===== config.mk =====
export PLATFORM = sky130hd
export DESIGN_NAME = multistage_priority_arbiter_flat
export DESIGN_NICKNAME = d
export VERILOG_FILES = /design/src/rtl/multistage_priority_arbiter_if.sv /design/src/rtl/multistage_priority_arbiter.sv /design/src/flat_wrapper.sv
export SDC_FILE = /design/constraint.sdc
export NUM_CORES = 1
export LEC_CHECK = 0
export ABC_CLOCK_PERIOD_IN_PS = 10460
export CORE_AREA = 2 2 264 266
export CTS_BUF_LIST = sky130_fd_sc_hd__clkbuf_16
export DETAILED_ROUTE_END_ITERATION = 12
export DIE_AREA = 0 0 266 268
export DONT_BUFFER_PORTS = 1
export MAX_ROUTING_LAYER = met4
export PLACE_DENSITY_LB_ADDON = 0.15
export SYNTH_ARGS = -nofsm -noshare
export SYNTH_HDL_FRONTEND = slang
export SYNTH_SLANG_ARGS = --single-unit

===== constraint.sdc =====
create_clock -name clk -period 10.46 [get_ports clk]
set_input_delay 0 -clock clk [delete_from_list [all_inputs] [get_ports clk]]
set_output_delay 0 -clock clk [all_outputs]
set_load 0.01 [all_outputs]

===== src/rtl/multistage_priority_arbiter_if.sv =====
// multistage_priority_arbiter_if
//   Bundles the channel-side and output-side handshakes of
//   multistage_priority_arbiter.
//   slave  : arbiter side (consumes in_*, produces out_*)
//   master : environment side (drives in_* and out_ready)
// Signals:
//   in_valid  [NUM_CHANNELS]            per-channel word present
//   in_data   [NUM_CHANNELS*DATA_WIDTH] channel i at [i*DATA_WIDTH +: DATA_WIDTH]
//   in_ready  [NUM_CHANNELS]            one-hot grant acknowledge, or zero
//   out_valid                           output word present
//   out_data  [DATA_WIDTH]              selected word
//   out_idx   [IDX_WIDTH]               source channel of out_data
//   out_ready                           downstream accepts
interface multistage_priority_arbiter_if #(
  parameter int DATA_WIDTH   = 135,
  parameter int NUM_CHANNELS = 4
);
  localparam int IDX_WIDTH = ($clog2(NUM_CHANNELS) > 1) ? $clog2(NUM_CHANNELS) : 1;

  logic [NUM_CHANNELS-1:0]            in_valid;
  logic [NUM_CHANNELS*DATA_WIDTH-1:0] in_data;
  logic [NUM_CHANNELS-1:0]            in_ready;
  logic                               out_valid;
  logic [DATA_WIDTH-1:0]              out_data;
  logic [IDX_WIDTH-1:0]               out_idx;
  logic                               out_ready;

  modport slave (
    input  in_valid, in_data, out_ready,
    output in_ready, out_valid, out_data, out_idx
  );

  modport master (
    output in_valid, in_data, out_ready,
    input  in_ready, out_valid, out_data, out_idx
  );
endinterface


===== src/rtl/multistage_priority_arbiter.sv =====
// multistage_priority_arbiter
//   Arbitrates among NUM_CHANNELS valid/ready channels and forwards the
//   winner through a PIPE_STAGES-deep bubble-collapsing register pipeline.
//   Backpressure from out_ready reaches in_ready combinationally.
//   Default selection: fixed priority, highest valid index wins.
//   Define MULTISTAGE_PRIORITY_ARBITER_ROUND_ROBIN_EN for round-robin
//   selection starting below the last granted index.
// Ports:
//   clk    clock
//   reset  asynchronous, active-high
//   bus    multistage_priority_arbiter_if.slave (channel + output handshakes)
module multistage_priority_arbiter #(
  parameter int DATA_WIDTH   = 135,
  parameter int NUM_CHANNELS = 4,
  parameter int PIPE_STAGES  = 2
) (
  input  logic                          clk,
  input  logic                          reset,
  multistage_priority_arbiter_if.slave  bus
);
  localparam int IDX_WIDTH = ($clog2(NUM_CHANNELS) > 1) ? $clog2(NUM_CHANNELS) : 1;
  localparam int unsigned NC   = NUM_CHANNELS;
  localparam int unsigned NS   = PIPE_STAGES;
  localparam int unsigned LAST = PIPE_STAGES - 1;

  logic [PIPE_STAGES-1:0] r_v;
  logic [IDX_WIDTH-1:0]   r_idx  [PIPE_STAGES];
  logic [DATA_WIDTH-1:0]  r_data [PIPE_STAGES];

  logic [PIPE_STAGES-1:0] w_load;
  logic                   w_any;
  logic [IDX_WIDTH-1:0]   w_grant;
  logic [DATA_WIDTH-1:0]  w_sel_data;

`ifdef MULTISTAGE_PRIORITY_ARBITER_ROUND_ROBIN_EN
  logic [IDX_WIDTH-1:0]   r_ptr;
`endif

  // A stage may load if it, or any stage after it, is empty, or if the
  // output drains; accumulated from the output end so no signal feeds itself.
  always_comb begin
    logic w_acc;
    w_load = '0;
    w_acc  = bus.out_ready;
    for (int unsigned k = 0; k < NS; k++) begin
      w_acc             = w_acc | ~r_v[LAST - k];
      w_load[LAST - k]  = w_acc;
    end
  end

  // Grant selection: later loop iterations override earlier ones, so the
  // last match in the scan order has the highest priority.
  always_comb begin
    w_any   = |bus.in_valid;
    w_grant = '0;
`ifdef MULTISTAGE_PRIORITY_ARBITER_ROUND_ROBIN_EN
    // Scan ptr, ptr+1, ..., ptr-1: ptr-1 ends up highest, ptr lowest.
    for (int unsigned k = 0; k < NC; k++) begin
      for (int unsigned i = 0; i < NC; i++) begin
        if (bus.in_valid[i] && (((32'(r_ptr) + k) % NC) == i))
          w_grant = IDX_WIDTH'(i);
      end
    end
`else
    for (int unsigned i = 0; i < NC; i++) begin
      if (bus.in_valid[i])
        w_grant = IDX_WIDTH'(i);
    end
`endif
  end

  always_comb begin
    w_sel_data = '0;
    for (int unsigned i = 0; i < NC; i++) begin
      if (w_grant == IDX_WIDTH'(i))
        w_sel_data = bus.in_data[i*DATA_WIDTH +: DATA_WIDTH];
    end
  end

  always_comb begin
    bus.in_ready = '0;
    if (!reset && w_load[0] && w_any) begin
      for (int unsigned i = 0; i < NC; i++) begin
        if (w_grant == IDX_WIDTH'(i))
          bus.in_ready[i] = 1'b1;
      end
    end
  end

  always_ff @(posedge clk or posedge reset) begin
    if (reset) begin
      r_v <= '0;
      for (int unsigned s = 0; s < NS; s++) begin
        r_idx[s]  <= '0;
        r_data[s] <= '0;
      end
    end else begin
      if (w_load[0]) begin
        r_v[0] <= w_any;
        if (w_any) begin
          r_idx[0]  <= w_grant;
          r_data[0] <= w_sel_data;
        end
      end
      for (int unsigned s = 1; s < NS; s++) begin
        if (w_load[s]) begin
          r_v[s]    <= r_v[s-1];
          r_idx[s]  <= r_idx[s-1];
          r_data[s] <= r_data[s-1];
        end
      end
    end
  end

`ifdef MULTISTAGE_PRIORITY_ARBITER_ROUND_ROBIN_EN
  always_ff @(posedge clk or posedge reset) begin
    if (reset)
      r_ptr <= '0;
    else if (w_load[0] && w_any)
      r_ptr <= w_grant;
  end
`endif

  assign bus.out_valid = r_v[LAST];
  assign bus.out_data  = r_data[LAST];
  assign bus.out_idx   = r_idx[LAST];
endmodule

===== src/flat_wrapper.sv =====
// flat-port wrapper written by rule: the top's interface ports become plain ports
module multistage_priority_arbiter_flat 
#(
  parameter int DATA_WIDTH   = 135,
  parameter int NUM_CHANNELS = 4,
  parameter int PIPE_STAGES  = 2
)
  (clk, reset, bus_in_valid, bus_in_data, bus_out_ready, bus_in_ready, bus_out_valid, bus_out_data, bus_out_idx);
  multistage_priority_arbiter_if #(.DATA_WIDTH(DATA_WIDTH), .NUM_CHANNELS(NUM_CHANNELS)) bus_i ();
  input  logic clk;
  input  logic reset;
  input wire logic [$bits(bus_i.in_valid)-1:0] bus_in_valid;
  input wire logic [$bits(bus_i.in_data)-1:0] bus_in_data;
  input wire logic [$bits(bus_i.out_ready)-1:0] bus_out_ready;
  output wire logic [$bits(bus_i.in_ready)-1:0] bus_in_ready;
  output wire logic [$bits(bus_i.out_valid)-1:0] bus_out_valid;
  output wire logic [$bits(bus_i.out_data)-1:0] bus_out_data;
  output wire logic [$bits(bus_i.out_idx)-1:0] bus_out_idx;
  assign bus_i.in_valid = bus_in_valid;
  assign bus_i.in_data = bus_in_data;
  assign bus_i.out_ready = bus_out_ready;
  assign bus_in_ready = bus_i.in_ready;
  assign bus_out_valid = bus_i.out_valid;
  assign bus_out_data = bus_i.out_data;
  assign bus_out_idx = bus_i.out_idx;
  multistage_priority_arbiter #(.DATA_WIDTH(DATA_WIDTH), .NUM_CHANNELS(NUM_CHANNELS), .PIPE_STAGES(PIPE_STAGES)) u_core (.clk(clk), .reset(reset), .bus(bus_i));
endmodule

# ---- Word level (Yosys, flattened, before mapping)
# Cells that the tools add are included.
dict set report word_totals {
  out_inout_bits 142
  regBits 276
  wordCells 31
}
dict set report classes {
  n_eq_ne 3
  bitwise 4
  n_reduce_logical 6
  n_mux 12
}
# operator n
set op_table {}
lappend op_table {{2-to-1 mux 135 bit} 4}
lappend op_table {{2-to-1 mux 1 bit} 5}
lappend op_table {{equality test 2 bit, second input constant} 2}
lappend op_table {{2-to-1 mux 2 bit} 2}
lappend op_table {{2-to-1 mux 4 bit} 1}
lappend op_table {{OR reduction 4 bit} 1}
lappend op_table {{equality test 2 x 1 -> 1 bit, second input constant} 1}
lappend op_table {{logical AND 1 bit} 2}
lappend op_table {{zero test 2 bit} 1}
lappend op_table {{inverter 1 bit} 2}
lappend op_table {{bitwise OR 1 bit} 2}
lappend op_table {{AND reduction 2 bit} 1}
lappend op_table {{zero test 1 bit} 1}

# ---- Logic depth before layout (Yosys ltp)
dict set report depth {
  word_depth 8
  ltp_mapped 6
  depth_no_buf 3
}

# ---- Least setup slack after synthesis
# OpenSTA, ideal clock, no wires.
dict set report synth_path {
  path_kind {register to register}
  start {register u_core.r_v[1]}
  end {register u_core.r_data[147] (netlist name)}
  setup_ps 125
  setup_slack_ps 8873
  path_stages_with_launch 6
  arrival_time_ps 1462
  period_less_slack_ps 1587
  path_buffers 2
  cell_sequence {dfrtp_1 > and3b_1 > nor2_1 > buf_6 > buf_6 > mux2_4}
}
dict set report synth_via {
  elab_chain_cells 4
}
# item line_no
set synth_lines {}
lappend synth_lines {{start: declaration} multistage_priority_arbiter.sv:26} ;# logic [PIPE_STAGES-1:0] r_v;
lappend synth_lines {{start signal: indexed assignment} multistage_priority_arbiter.sv:107} ;# r_v[s] <= r_v[s-1];
lappend synth_lines {{inverter 1 bit} multistage_priority_arbiter.sv:46} ;# w_acc = w_acc | ~r_v[LAST - k];
lappend synth_lines {{bitwise OR 1 bit (2 in series)} multistage_priority_arbiter.sv:46}
lappend synth_lines {{AND reduction 2 bit (no source line)} --}
lappend synth_lines {{end signal: indexed assignment} multistage_priority_arbiter.sv:109} ;# r_data[s] <= r_data[s-1];
lappend synth_lines {{end: declaration} multistage_priority_arbiter.sv:28} ;# logic [DATA_WIDTH-1:0] r_data [PIPE_STAGES];
# No other way between the ends.
# A chain may end at the register's enable or synchronous reset.

# ---- Worst setup path after layout
dict set report layout_path {
  start {register u_core.r_v[1]}
  end {register u_core.r_data[184] (netlist name)}
}
# The elaborated chain is that of the path after synthesis.

==> results_tabular.tex <==
\begin{tabular}{lr}
\hline
Metric & Value \\
\hline
\multicolumn{2}{l}{\textbf{Status}} \\
\quad Outcome & completed \\
\multicolumn{2}{l}{\textbf{Clock network}} \\
\quad Clock tree buffer depth & 3 \\
\quad TritonCTS clock tree & built \\
\quad TritonCTS Buffers & 38 \\
\quad Clock-pin slew on the worst setup and hold paths & $\sim$0.060 ns \\
\quad Clock root buffer master & clkbuf\_16 \\
\quad Post-CTS setup buffer count & 0 \\
\quad Clock Latency Late Sink & $\sim$0.54 ns \\
\quad Number of sinks driven by the clock tree & 276 \\
\quad Number of H-tree levels & 2 \\
\multicolumn{2}{l}{\textbf{Critical path}} \\
\quad Arr. time, crit path & approximately 3.7 ns \\
\quad Highest cell delay on the worst timing path & 0.79 ns \\
\quad Setup slack, reg-to-reg & approximately 7 ns \\
\quad Cell seen most often among critical-path stages & buf\_4 \\
\quad Worst R2R End & u\_core.r\_data[184] \\
\quad Cell-by-cell trace of the critical path & and3b\_1, nor2\_4, buf\_4, buf\_4, mux2\_4 \\
\quad Req. time, crit path & between 10 and 15 ns \\
\quad Highest-delay cell along the critical path & buf\_4 \\
\quad Reg-to-reg critical path startpoint & u\_core.r\_v[1] \\
\quad R2r worst-path depth & 5 \\
\quad Biggest fanout along the worst timing path & 47 \\
\quad Category of the most critical setup path & flop to flop \\
\quad Startpoint type of the worst setup path & flop \\
\quad Endpoint kind of the worst setup timing path & flop \\
\multicolumn{2}{l}{\textbf{Layout}} \\
\quad Final Instance Count excl. Fillers & around 2,600 \\
\quad Net count, final & approximately 2,200 \\
\quad Fraction of layout instances using a drive strength above 1 & 0.117 \\
\quad P\&R area growth vs syn & 20.1\% \\
\multicolumn{2}{l}{\textbf{Yosys}} \\
\quad Yosys warning total & 0 \\
\quad Mean area per synthesized cell & $\sim$10 um\^{}2 \\
\quad Cells after synthesis & between 1,500 and 2,000 \\
\quad Summed instance area of the synthesized netlist & approximately 0.016 mm\^{}2 \\
\quad Post-synthesis sequential area ratio & 0.422 \\
\quad Unique masters post-synth & 25 \\
\quad Post-synthesis net count & about 2,200 \\
\quad Number of storage elements in the synthesis netlist & roughly 280 \\
\multicolumn{2}{l}{\textbf{Global routing}} \\
\quad Via count of the first global-routing pass & between 10,000 and 15,000 \\
\quad Leftover overflow at the end of global routing & 0 \\
\quad Maximum number of pins on one net before global-route repair & 140 \\
\quad Total GRT Usage & 0.149 \\
\quad Initial antenna violation count & 9 \\
\quad Global-route wire length before repair & 78,900 um \\
\multicolumn{2}{l}{\textbf{Hold path}} \\
\quad Worst Min Path Start & bus\_in\_data[404] \\
\quad Worst Hold Path EP & u\_core.r\_data[269] \\
\quad Tightest Hold Check Type & input pin to flop \\
\quad Hold Path Stages & 3 \\
\multicolumn{2}{l}{\textbf{STA}} \\
\quad Finish-stage setup viols & 0 \\
\quad Share of the clock period used by the worst path after layout & 0.317 \\
\quad Final sum of negative setup slack & 0 ns \\
\quad Final min period & 3.31 ns \\
\quad Minimum setup slack in the final design & just over 7 ns \\
\quad Final Hold Vio Count & 0 \\
\quad Max Clk Rate & 302 MHz \\
\quad Worst setup skew after layout & $\sim$0.015 ns \\
\quad Final hold slack & $\sim$0.011 ns \\
\quad Unrepaired setup endpoints after global routing & false \\
\quad Final Max Tran Viols & 0 \\
\quad Worst Tran Pin Value & 1.09 ns \\
\quad Worst max-slew margin expressed relative to the limit & 0.274 \\
\multicolumn{2}{l}{\textbf{Route}} \\
\quad Remaining number of nets flagged by the antenna check after routing & 0 \\
\quad Length of the first detailed-routing pass in iterations & 4 \\
\quad Initial DRC Count & between 700 and 800 \\
\quad DR vias/cell & 4.60 \\
\quad Total detailed-routing wirelength & $\sim$54,000 um \\
\quad Wire per inst & approximately 21 um \\
\quad Count of vias placed by the detailed router & about 12,000 \\
\quad Number of remaining DRC errors & 0 \\
\multicolumn{2}{l}{\textbf{Placed design}} \\
\quad Place WS & 7.10 ns \\
\quad IO Port Bufs & 0 \\
\quad GPL Wtd Cong & roughly 0.83 \\
\quad Total half-perimeter wirelength after legalization and detailed placement & about 36,000 um \\
\quad Number of placed instances, taps included & 2,273 \\
\multicolumn{2}{l}{\textbf{Flow run}} \\
\quad Maximum Capacitance Violations & 0 \\
\multicolumn{2}{l}{\textbf{Die}} \\
\quad Core outline area & around 0.07 mm\^{}2 \\
\quad Die Area & slightly above 0.07 mm\^{}2 \\
\quad Number of top-level pins & between 600 and 700 \\
\quad Vertical die dimension & roughly 270 um \\
\quad Die width & between 200 and 300 um \\
\quad Placement row count & between 90 and 100 \\
\quad Starting Density & 0.240 \\
\multicolumn{2}{l}{\textbf{Power and ir drop}} \\
\quad Worst-case vdd ir drop & 0.0746 mV \\
\quad PwrDens & about 160 mW/mm\^{}2 \\
\quad P\_leak & between 9 and 10 nW \\
\hline
\end{tabular}
cell usage after synthesis:
cell | number | area, um^2
and3_1 | 1 | 6.26
nor2_1 | 3 | 11.3
and2_1 | 1 | 6.26
nor3b_1 | 135 | 1010
nor2b_1 | 1 | 6.26
nand2b_1 | 3 | 18.8
a21oi_1 | 1 | 5.00
mux2i_1 | 136 | 1360
mux2_4 | 128 | 1920
a221oi_1 | 135 | 1180
clkbuf_1 | 63 | 236
and4b_1 | 1 | 10.0
nor4_1 | 1 | 6.26
o21ai_0 | 2 | 10.0
mux2_2 | 7 | 78.8
buf_4 | 162 | 1220
buf_2 | 14 | 70.1
buf_1 | 4 | 15.0
inv_1 | 139 | 522
and3b_1 | 1 | 8.76
o22ai_1 | 1 | 6.26
dfrtp_1 | 276 | 6910
buf_6 | 16 | 180
nand2_1 | 407 | 1530
nor4_4 | 1 | 21.3
per-stage QoR:
stage,util,power (mW),cell area [um^2]
4_1_cts,0.287,3.28,19600
5_1_grt,0.288,3.39,19600
3_3_place_gp,0.232,1.89,15900
6_report,0.288,3.20,19600
3_5_place_dp,0.232,1.90,15900
2_1_floorplan,-,1.90,16300
layout by cell type (no fill, tap or decap), types with 2 or more instances in the layout:
| cell type | instances |
|---|---|
| clkinv_1 | 7 |
| nand2_1 | 407 |
| dlygate4sd3_1 | 256 |
| dfrtp_1 | 276 |
| mux2i_1 | 136 |
| a221oi_1 | 135 |
| nor2_4 | 2 |
| o21ai_0 | 2 |
| clkinv_2 | 3 |
| mux2_2 | 7 |
| inv_6 | 2 |
| inv_1 | 149 |
| bufinv_16 | 3 |
| diode_2 | 9 |
| clkbuf_16 | 39 |
| buf_4 | 11 |
| nand2b_1 | 2 |
| mux2_4 | 128 |
| nor3b_1 | 135 |
cell families (layout without fill, tap and decap cells):
group	Yosys count	after routing	synth area share
simple gates	555	555	0.161
buf+inv	398	472	0.137
flops	276	276	0.422
mux	271	271	0.206
compound gates	139	139	0.0736
other cells	0	9	0
sequential cells by signal (all words and copies together), names as in the netlist:
signal               flops
u_core.bus.out_data    135
u_core.r_data          135
u_core.bus.out_idx       2
u_core.r_idx             2
u_core.r_v               2
worst max path at each step:
stage,startpoint,end,slack (ns),cells after the start
floorplan,reset,u_core.bus.out_data[0],2.85,1
global placement,u_core.r_v[1],u_core.r_data[240],7.15,5
global route,u_core.r_v[1],u_core.r_data[243],6.99,5
detailed placement,u_core.r_v[1],u_core.r_data[243],7.10,5
finish,u_core.r_v[1],u_core.r_data[184],7.15,5
CTS,u_core.r_v[1],u_core.r_data[240],7.11,5
routing by layer:
layer | global-route usage | wire (um) | up-vias
met4 | 0.0562 | 1830 | 0
met3 | 0.0416 | 4140 | 90
met5 | - | 0 | -
met1 | 0.172 | 21500 | 5853
met2 | 0.246 | 26200 | 501
li1 | - | - | 5537
worst max-delay path, delay by kind of cell, from the launching register on:
kind          cells  cell delay (ns)
simple gates      2             0.78
buf+inv           2             1.41
flops             1             0.50
mux               1             0.36
repair_timing:
| action | CTS | global route |
|---|---|---|
| gates resized for setup | 0 | 0 |
| hold buffers | 257 | 0 |
| endpoints found under the hold margin | 228 | 0 |
cell type report:
cell class / instances / area [um^2]
fill: 7161 / 48600
multi-input combinational: 965 / 7230
sequential: 276 / 6910
timing repair buffer: 268 / 2670
tap: 882 / 1100
clock buffer: 39 / 976
inverter: 139 / 529
clock inverter: 26 / 190
antenna: 9 / 22.5
power breakdown:
group	total [mW]	internal [mW]	switching, mW
Combinational	0.546	0.320	0.226
Sequential	1.43	1.24	0.185
Clock	1.23	0.743	0.484
Note: power is estimated with default switching activity, not from simulation.
